===== src/rtl/encoder83_pkg.sv =====
// Shared types and widths for the sequential 8-to-3 encoder.
// Holds the FSM state encoding and the request/code widths.
package encoder83_pkg;

    localparam int REQ_W  = 8;
    localparam int CODE_W = 3;

    typedef enum logic {
        IDLE = 1'b0,
        SCAN = 1'b1
    } state_t;

endpackage


===== src/rtl/encoder83_queue_if.sv =====
// Handshake bundle between a request producer, the encoder and a code consumer.
// slave: encoder side; master: producer/consumer (testbench) side.
interface encoder83_queue_if;
    import encoder83_pkg::*;

    logic              in_valid;
    logic              in_ready;
    logic [REQ_W-1:0]  in_req;
    logic              out_valid;
    logic              out_ready;
    logic [CODE_W-1:0] out_code;
    logic              out_last;
    logic              zero_err;

    modport slave (
        input  in_valid, in_req, out_ready,
        output in_ready, out_valid, out_code, out_last, zero_err
    );

    modport master (
        output in_valid, in_req, out_ready,
        input  in_ready, out_valid, out_code, out_last, zero_err
    );

endinterface


===== src/rtl/pri_pick8.sv =====
// Combinational priority picker over an 8-bit vector.
// Ports: vec_i (bitmap), idx_o (chosen index), one_hot_o (exactly one bit set).
module pri_pick8
    import encoder83_pkg::*;
#(
    parameter bit LSB_FIRST = 1'b1
) (
    input  logic [REQ_W-1:0]  vec_i,
    output logic [CODE_W-1:0] idx_o,
    output logic              one_hot_o
);

    // The last match written in the loop wins, so scan away from the
    // preferred end.
    always_comb begin
        idx_o = '0;
        if (LSB_FIRST) begin
            for (int i = REQ_W - 1; i >= 0; i--) begin
                if (vec_i[i]) idx_o = CODE_W'(i);
            end
        end else begin
            for (int i = 0; i < REQ_W; i++) begin
                if (vec_i[i]) idx_o = CODE_W'(i);
            end
        end
    end

    // x & (x-1) clears the lowest set bit; zero afterwards means one bit.
    always_comb begin
        one_hot_o = (vec_i != '0) &&
                    ((vec_i & (vec_i - REQ_W'(1))) == '0);
    end

endmodule


===== src/rtl/encoder83_queue.sv =====
// Sequential 8-to-3 encoder: emits the index of every set request bit, one per handshake.
// Ports: sys_clk, sys_rst (sync, active-high), bus (encoder83_queue_if.slave).
module encoder83_queue
    import encoder83_pkg::*;
#(
    parameter bit LSB_FIRST = 1'b1
) (
    input  logic               sys_clk,
    input  logic               sys_rst,
    encoder83_queue_if.slave   bus
);

    state_t            state_q;
    logic [REQ_W-1:0]  pending_q;
    logic              in_ready_q;
    logic              out_valid_q;
    logic [CODE_W-1:0] code_q;
    logic              last_q;
    logic              zerr_q;

    logic [REQ_W-1:0]  served_d;
    logic [REQ_W-1:0]  pick_in_d;
    logic [CODE_W-1:0] pick_idx_d;
    logic              pick_one_d;

    // Remaining bits once the code on the bus has been consumed.
    always_comb begin
        served_d = pending_q & ~(REQ_W'(1) << code_q);
    end

    // One picker serves both the fresh word and the leftover bits.
    always_comb begin
        pick_in_d = (state_q == IDLE) ? bus.in_req : served_d;
    end

    pri_pick8 #(
        .LSB_FIRST (LSB_FIRST)
    ) u_pick (
        .vec_i     (pick_in_d),
        .idx_o     (pick_idx_d),
        .one_hot_o (pick_one_d)
    );

    always_ff @(posedge sys_clk) begin
        if (sys_rst) begin
            state_q     <= IDLE;
            pending_q   <= '0;
            in_ready_q  <= 1'b1;
            out_valid_q <= 1'b0;
            code_q      <= '0;
            last_q      <= 1'b0;
            zerr_q      <= 1'b0;
        end else begin
            zerr_q <= 1'b0;
            unique case (state_q)
                IDLE: begin
                    if (bus.in_valid) begin
                        if (bus.in_req != '0) begin
                            pending_q   <= bus.in_req;
                            code_q      <= pick_idx_d;
                            last_q      <= pick_one_d;
                            in_ready_q  <= 1'b0;
                            out_valid_q <= 1'b1;
                            state_q     <= SCAN;
                        end else begin
                            zerr_q <= 1'b1;
                        end
                    end
                end
                SCAN: begin
                    if (bus.out_ready) begin
                        pending_q <= served_d;
                        if (last_q) begin
                            last_q      <= 1'b0;
                            in_ready_q  <= 1'b1;
                            out_valid_q <= 1'b0;
                            state_q     <= IDLE;
                        end else begin
                            code_q <= pick_idx_d;
                            last_q <= pick_one_d;
                        end
                    end
                end
                default: state_q <= IDLE;
            endcase
        end
    end

    assign bus.in_ready  = in_ready_q;
    assign bus.out_valid = out_valid_q;
    assign bus.out_code  = code_q;
    assign bus.out_last  = last_q;
    assign bus.zero_err  = zerr_q;

endmodule


===== src/flat_wrapper.sv =====
// flat-port wrapper written by rule: the top's interface ports become plain ports
module encoder83_queue_flat import encoder83_pkg::*;
#(
    parameter bit LSB_FIRST = 1'b1
)
  (sys_clk, sys_rst, bus_in_valid, bus_in_req, bus_out_ready, bus_in_ready, bus_out_valid, bus_out_code, bus_out_last, bus_zero_err);
  encoder83_queue_if bus_i ();
  input  logic sys_clk;
  input  logic sys_rst;
  input wire logic [$bits(bus_i.in_valid)-1:0] bus_in_valid;
  input wire logic [$bits(bus_i.in_req)-1:0] bus_in_req;
  input wire logic [$bits(bus_i.out_ready)-1:0] bus_out_ready;
  output wire logic [$bits(bus_i.in_ready)-1:0] bus_in_ready;
  output wire logic [$bits(bus_i.out_valid)-1:0] bus_out_valid;
  output wire logic [$bits(bus_i.out_code)-1:0] bus_out_code;
  output wire logic [$bits(bus_i.out_last)-1:0] bus_out_last;
  output wire logic [$bits(bus_i.zero_err)-1:0] bus_zero_err;
  assign bus_i.in_valid = bus_in_valid;
  assign bus_i.in_req = bus_in_req;
  assign bus_i.out_ready = bus_out_ready;
  assign bus_in_ready = bus_i.in_ready;
  assign bus_out_valid = bus_i.out_valid;
  assign bus_out_code = bus_i.out_code;
  assign bus_out_last = bus_i.out_last;
  assign bus_zero_err = bus_i.zero_err;
  encoder83_queue #(.LSB_FIRST(LSB_FIRST)) u_core (.sys_clk(sys_clk), .sys_rst(sys_rst), .bus(bus_i));
endmodule

===== config.mk =====
export PLATFORM = sky130hd
export DESIGN_NAME = encoder83_queue_flat
export DESIGN_NICKNAME = d
export VERILOG_FILES = /design/src/rtl/encoder83_pkg.sv /design/src/rtl/encoder83_queue_if.sv /design/src/rtl/pri_pick8.sv /design/src/rtl/encoder83_queue.sv /design/src/flat_wrapper.sv
export SDC_FILE = /design/constraint.sdc
export NUM_CORES = 1
export LEC_CHECK = 0
export CAP_MARGIN = 20
export CORE_MARGIN = 10
export CORE_UTILIZATION = 45
export DETAILED_ROUTE_END_ITERATION = 7
export PLACE_DENSITY = 0.68
export SLEW_MARGIN = 40
export SYNTH_ARGS = -nofsm -noshare
export SYNTH_HDL_FRONTEND = slang
export SYNTH_SLANG_ARGS = --single-unit

===== constraint.sdc =====
create_clock -name sys_clk -period 1.9 [get_ports sys_clk]
set_input_delay 0.19 -clock sys_clk [delete_from_list [all_inputs] [get_ports sys_clk]]
set_output_delay 0.19 -clock sys_clk [all_outputs]
set_load 0.01 [all_outputs]

==> metrics list, run 1 <==
* Outcome: finished, violations left
- The final reports fail on negative setup slack.
- The share of total power dissipated in the clock network is 0.252.
- Worst-Margin Slew: 511 ps
* Vertical die dimension: 66.0 µm
- At the worst endpoint, the required time is 2100 ps.
* Worst hold slack across all endpoints: 452 ps
- The max-slew violation count was 0.
- Leakage power total: 0.512 nW
* TritonCTS clock tree: built
- Initial standard-cell utilization of the core: 0.480
- The synthesized design contains 0 enable-type register cells.
- Area of the multi-input gates: 586 µm²
- The detail route stage leaves a number of antenna-violating nets equal to 0.
* Fraction of synthesis flops using an asynchronous set or reset pin: 0
- Post-route minimum period: 1910 ps
- Setup repair after global routing could not meet its margin everywhere.
* Total clock buffers created by CTS: 3
- The routed design has 2680 µm of wire.
- On the critical path, the stage with the largest delay is an instance of sky130_fd_sc_hd__dfxtp_4.
- Top FF cell, synth: sky130_fd_sc_hd__dfxtp_1
- Clock-pin slew was measured on the worst setup and hold paths at 100 ps.
- Commonest non-fill, non-tap cell in the layout: sky130_fd_sc_hd__buf_4
* Buffers plus inverters on the worst setup path: 0
- Number of buffers on the longest clock path: 2
* Mean instance size in the synthesized netlist: 8.34 µm²
- For this run, the detailed router's first-pass iteration total came to 4.
* Flip-flop and latch area: 330 µm²
* Clock insertion delay at the later pin of the skew report: 290 ps
- Antenna violations before repair: 0
- Fillers: 179
- Routability Congestion: 0.904
- Final Hold Violating Endpoints: 0
- Once placement finished, the instance area stood at 1240 µm².
* Proportion of power drawn by flip-flops and latches: 0.429
- Derived from the worst setup path, the maximum achievable clock frequency is 524 MHz.
- The worst setup path is captured at a flip-flop.
* Top library cells by usage in the layout, fill and taps aside: 19 x sky130_fd_sc_hd__buf_4, 18 x sky130_fd_sc_hd__nand2_1, 18 x sky130_fd_sc_hd__clkdlybuf4s50_1
- Synthesis inferred 16 register bits.
- In this run the worst path has a maximum fanout of 8.
- Final worst slack: -7.46 ps
- Detailed routing inserted a total of 956 vias.
- Cell chain of the critical path: or3b_4, a31oi_4, nand4b_4, o311a_1, o41ai_2
- Once layout is done, the placed cells without fillers occupy 1320 µm².
- Initial drt markers: 18
* Overall routing resource usage: 0.124
* Design Power: 0.912 mW
- The finished layout holds 175 standard cells, fillers aside.
- CP delay by family, top: compound AO/OA/AOI/OAI gates
* Share of the clock period used by the worst path after layout: 1.00
- In the final layout, the share of cells above drive strength 1 is 0.230.
- Type of the worst min-delay path: reg2reg
* Synth warnings: 0
* Maximum number of pins on one net before global-route repair: 15
* # setup viols final: 1
* Vias per cell: 5.46
- Dividing total power by cell area gives a power density of 691 nW/µm².
* Kind of critical path: reg2reg
- Global-route wire length before repair: 4330 µm
- STA classifies the critical path startpoint as a flip-flop.
- The region available for standard cell placement spans 1980 µm².
- At the placement stage, the worst setup path has a slack of -107 ps.
- The floorplan has 16 rows.
* Net switching share of the total power: 0.311
* Final core occ: 0.666
* Vias in the first global route: 902
- In the routed design, unresolved DRC markers number 0.
- The internal portion of the total power is 0.628 mW.
- Number of I/O pins: 19
- Of the total power, combinational logic draws 0.320.
* Number of distinct library cells after synthesis: 40
* Sequential share of the synthesized area: 0.337
- Die X: 66.0 µm
* DP Wirelength: 2030 µm
* Net switching component of the power: 0.284 mW
- Max-cap violations in this run came to 0.
- Buffer type at the clock tree root: sky130_fd_sc_hd__clkbuf_4
- Compared with the post-synthesis result, the final layout area differs by 38.8%.
* Synthesized net count: 126
- Arrival time of data at the critical path endpoint: 2100 ps
- Headroom to the max-slew limit came out at 0.655.
- Synthesized netlist cell count: 114
- Port Buffer Count: 18
* Global-route congestion overflow total: 0
- Counting tap cells, the placed design contains a total of 169 instances.
- Final sum of negative setup slack: -7.46 ps
- The repair_antennas step left the layout with diodes totalling 0.
- Overall die area: 4350 µm²
- Clk sink count: 16
- The clock arrives with 4.20 ps of skew.
* Average wire length per cell after detail routing: 15.3 µm
* Number of H-tree levels: 1
* CP max stage delay: 410 ps
* Final Net Count: 161
* Netlist area before placement: 951 µm²
- IR analysis of the VDD net gives a maximum drop of 404 µV.
==> repair_timing <==
| item | 4_1_cts | 5_1_grt |
|---|---|---|
| setup buffers | 0 | 2 |
| resized for setup | 4 | 6 |
| setup endpoints to repair | 1 | 3 |
| hold buffers | 0 | 0 |
| pin swaps | 1 | 2 |
==> metal layers <==
metal / wire length (µm) / up-vias / track usage
met5: 0 / - / 0
li1: - / 493 / -
met3: 105 / 2 / 0.0220
met4: 27 / 0 / 0.0654
met1: 1290 / 449 / 0.167
met2: 1260 / 12 / 0.181
==> worst reg2reg max path, cell delays in order (launching register included) <==
cell	delay [ps]
sky130_fd_sc_hd__dfxtp_4	410
sky130_fd_sc_hd__or3b_4	400
sky130_fd_sc_hd__a31oi_4	290
sky130_fd_sc_hd__nand4b_4	150
sky130_fd_sc_hd__o311a_1	370
sky130_fd_sc_hd__o41ai_2	200
==> sequential cells by signal, summed over array words and instances, names as in the netlist <==
register and cells:
u_core.bus.in_ready 1, u_core.bus.out_code 3, u_core.bus.out_last 1, u_core.bus.out_valid 1, u_core.bus.zero_err 1, u_core.pending_q 8
u_core.state_q 1
==> final timing paths <==
| path | from | end | slack (ps) | cells past startpoint |
|---|---|---|---|---|
| setup / recovery | u_core.bus.out_code[0] | u_core.bus.out_last | -7 | 5 |
| hold / removal | u_core.bus.in_ready | u_core.bus.in_ready | 450 | 2 |
| setup reg to reg | u_core.bus.out_code[0] | u_core.bus.out_last | -7 | 5 |
| hold reg to reg | u_core.bus.in_ready | u_core.bus.in_ready | 450 | 2 |
==> area by class of cell <==
| type | count | area share |
|---|---|---|
| Multi-Input combinational cell | 88 | 0.444 |
| Timing Repair Buffer | 37 | 0.245 |
| Clock buffer | 4 | 0.0275 |
| Inverter | 3 | 0.00853 |
| Tap cell | 27 | 0.0256 |
| Sequential cell | 16 | 0.250 |
==> cell usage after synthesis (all sizes together), types with 3 or more instances <==
library cell / number / area, µm²
a31oi: 5 / 46.3
buf: 5 / 42.5
dfxtp: 16 / 320
nor2: 8 / 30.0
nand2: 18 / 67.6
a211oi: 6 / 45.0
nand3: 6 / 30.0
a21oi: 8 / 43.8
o21ai: 4 / 20.0
nor2b: 3 / 18.8
inv: 3 / 11.3
==> logic make-up after synthesis <==
group,count (synthesis),share of synthesized area
compound gates,37,0.301
buf+inv,10,0.0645
simple gates,48,0.267
mux,2,0.0211
xor+xnor,1,0.00921
flops,16,0.337
==> power groups by stage <==
stage | combinational, mW | clock, mW | sequential (mW)
2_1_floorplan | 0.168 | 0 | 0.388
3_3_place_gp | 0.268 | 0 | 0.398
3_5_place_dp | 0.273 | 0 | 0.398
4_1_cts | 0.275 | 0.237 | 0.391
5_1_grt | 0.317 | 0.248 | 0.397
6_report | 0.291 | 0.229 | 0.391
(Power assumes the default switching activity.)
==> inputs of run 2 (changes only) <==
Settings changed: CORE_UTILIZATION 45 to 40, HOLD_SLACK_MARGIN set to 0.02, PLACE_DENSITY 0.68 to 0.62.
==> run 2 against run 1 <==
Compared with the run above: the flow still finishes with violations (negative setup slack); final cell count unchanged; utilization fell by 7.3 points; sequential power barely moved; non-clock buffer count shrank 1; die area up 8.6%; worst setup slack worse by 33 ps; via count increased by 3.8%; count of clock-buffer cells in the layout is the same; sequential cell count stayed put; sequential share of layout area decreased by 0.19 points; wire length up 1.6%; critical endpoint unchanged.
==> metrics list, run 2 (synthesized netlist as in run 1, its figures left out) <==
- After the last flow step, the layout net total stands at 160.
- Setup repair after global routing could not meet its margin everywhere.
* Largest register FFs: 8
* Post-DRT Antenna Nets: 0
* Register name with the most flops: u_core.pending_q
* Top library cells by usage in the layout, fill and taps aside: 18 x sky130_fd_sc_hd__nand2_1, 18 x sky130_fd_sc_hd__clkdlybuf4s50_1, 17 x sky130_fd_sc_hd__buf_4
- Counting cells, the worst reg-to-reg path comes to 6.
* Cell Area, Placed: 1250 µm²
- At the later pin of the worst-skew pair, clock insertion delay measures 290 ps.
- Min-Delay Path Depth: 2
- Fraction of layout instances using a drive strength above 1: 0.218
- Final slew viol count: 0
- Average wire length per cell after detail routing: 15.6 µm
* Initial standard-cell utilization of the core: 0.426
* Worst-Margin Slew: 460 ps
- For the final database, setup skew stands at 4.45 ps.
- TritonCTS clock tree: built
* Area of the core: 2230 µm²
* Share of total power in combinational logic: 0.324
- Derived from the worst setup path, the maximum achievable clock frequency is 515 MHz.
- For hold timing, the worst endpoint is u_core.bus.in_ready.
- After detailed placement, the design holds a cell count of 169.
* Highest fanout seen on the critical path: 10
* Antenna violations before repair: 0
- Routability Congestion: 0.861
* Vias per cell: 5.67
- Worst R2R End: u_core.bus.out_last
- Total clock buffers created by CTS: 3
* P per Cell Area: 693 nW/µm²
* Buffer type at the clock tree root: sky130_fd_sc_hd__clkbuf_4
- Kind of end point of the critical path: flip-flop
- During placement, the flow inserted port buffers numbering 18.
- Number of buffers on the longest clock path: 2
- In the finished design, the share of the clock period the worst path needs comes to 1.02.
- The worst-case IR drop observed on VDD is 516 µV.
* Proportion of power drawn by flip-flops and latches: 0.424
* Worst min-delay path startpoint: u_core.bus.in_ready
- The finished cells cover 1330 µm².
- Via total after detailed routing: 992
* Maximum number of pins on one net before global-route repair: 20
* Initial drt markers: 60
- The startpoint identified for the worst register-to-register timing path is u_core.bus.out_code[2].
* Arrival time of data at the critical path endpoint: 2140 ps
- The critical path is of the reg2reg type.
- The first global-routing pass estimated 4340 µm of wire.
- Leakage power total: 0.512 nW
* Launching element type of the critical path: flip-flop
* Final worst slack: -40.9 ps
- Setup violations remaining at the end of the flow were counted as 1.
- Across every metal layer, demand over resource in global routing totals 0.116.
* Clk sink count: 16
- Clock-pin slew was measured on the worst setup and hold paths at 100 ps.
- After detailed routing, the number of remaining DRC violations is 0.
- Data required time of the worst path: 2100 ps
- The first detailed-routing pass took 5 iterations.
* Worst slew slack as a fraction of its limit: 0.692
* Number of maximum-capacitance violations: 0
- The final reports fail on negative setup slack.
* Vertical die dimension: 68.8 µm
- In this run the number of H-tree levels came out at 1.
* Antenna diode count: 0
* Vias in the first global route: 952
* Net switching share of the total power: 0.313
* Internal portion of total power: 0.631 mW
- Signed area change from the synthesized netlist to the final layout: 39.3%
* Outcome: finished, violations left
- Reg-to-reg slack, setup: -40 ps
* Net switching component of the power: 0.287 mW
- Detailed-route wire length: 2720 µm
- Once detailed placement completed, the half-perimeter wirelength came to 2000 µm.
- Number of rows created at floorplan: 17
- Once layout is complete, the cells apart from fillers number 175.
* Clock network power share: 0.252
- 19 I/O pins were placed.
- Post-route minimum period: 1940 ps
- Type of the worst min-delay path: reg2reg
- The floorplan step set the die width to 68.8 µm.
- Placement Setup Slack: -71.3 ps
- Overall die area: 4730 µm²
* Final Hold Violating Endpoints: 0
- For this run the aggregate overflow at the end of global routing stands at 0.
## run 2: stage by stage
step	hold WS [ps]	utilization	setup TNS (ps)	power, mW
2_1_floorplan	263	-	0	0.556
3_3_place_gp	433	0.559	-72.9	0.673
3_5_place_dp	443	0.559	-71.3	0.676
4_1_cts	458	0.576	0	0.909
5_1_grt	490	0.593	-185	0.964
6_report	452	0.593	-40.9	0.918
## run 2: how the worst max path moves through the flow
stage	from	end	depth (start not counted)
final	u_core.bus.out_code[2]	u_core.bus.out_last	6
after global routing	u_core.bus.out_code[0]	u_core.bus.out_last	6
after CTS	u_core.bus.out_code[0]	u_core.bus.out_last	5
after detailed placement	u_core.bus.out_code[0]	u_core.bus.out_last	6
after global placement	u_core.bus.out_code[0]	u_core.bus.out_last	6
after floorplan	u_core.bus.out_code[0]	u_core.bus.out_last	6
## run 2: routing by layer
layer | track usage | vias to the layer above | wire length (µm)
met1 | 0.139 | 468 | 1250
li1 | - | 493 | -
met5 | 0 | - | 0
met4 | 0.0296 | 0 | 37
met2 | 0.195 | 25 | 1280
met3 | 0.0386 | 6 | 158
## run 2: timing repair
item                                    CTS  global route
gates resized for setup                   2             5
endpoints found under the setup margin    1             1
hold buffers                              0             0
pin swaps                                 0             3
setup buffers                             0             2
## run 2: critical path, cell delays in order, from the launching register on
cell and delay [ps]:
sky130_fd_sc_hd__dfxtp_4 390, sky130_fd_sc_hd__or3b_4 410, sky130_fd_sc_hd__a31oi_4 230, sky130_fd_sc_hd__nand4b_4 130
sky130_fd_sc_hd__o21ai_0 230, sky130_fd_sc_hd__o21ai_0 160, sky130_fd_sc_hd__o41ai_2 280
## run 2: power groups by stage
stage | clock [mW] | combinational [mW] | sequential, mW
CTS | 0.239 | 0.281 | 0.389
floorplan | 0 | 0.168 | 0.388
finish | 0.232 | 0.298 | 0.389
global route | 0.247 | 0.325 | 0.392
global placement | 0 | 0.277 | 0.396
detailed placement | 0 | 0.279 | 0.396
## run 2: area by class of cell
| cell class | instances | area [µm²] |
|---|---|---|
| Sequential cell | 16 | 329 |
| Multi-Input combinational cell | 88 | 586 |
| Clock buffer | 4 | 36.3 |
| Inverter | 3 | 11.3 |
| Tap cell | 28 | 35.0 |
| Timing Repair Buffer | 36 | 328 |
| Fill cell | 193 | 908 |
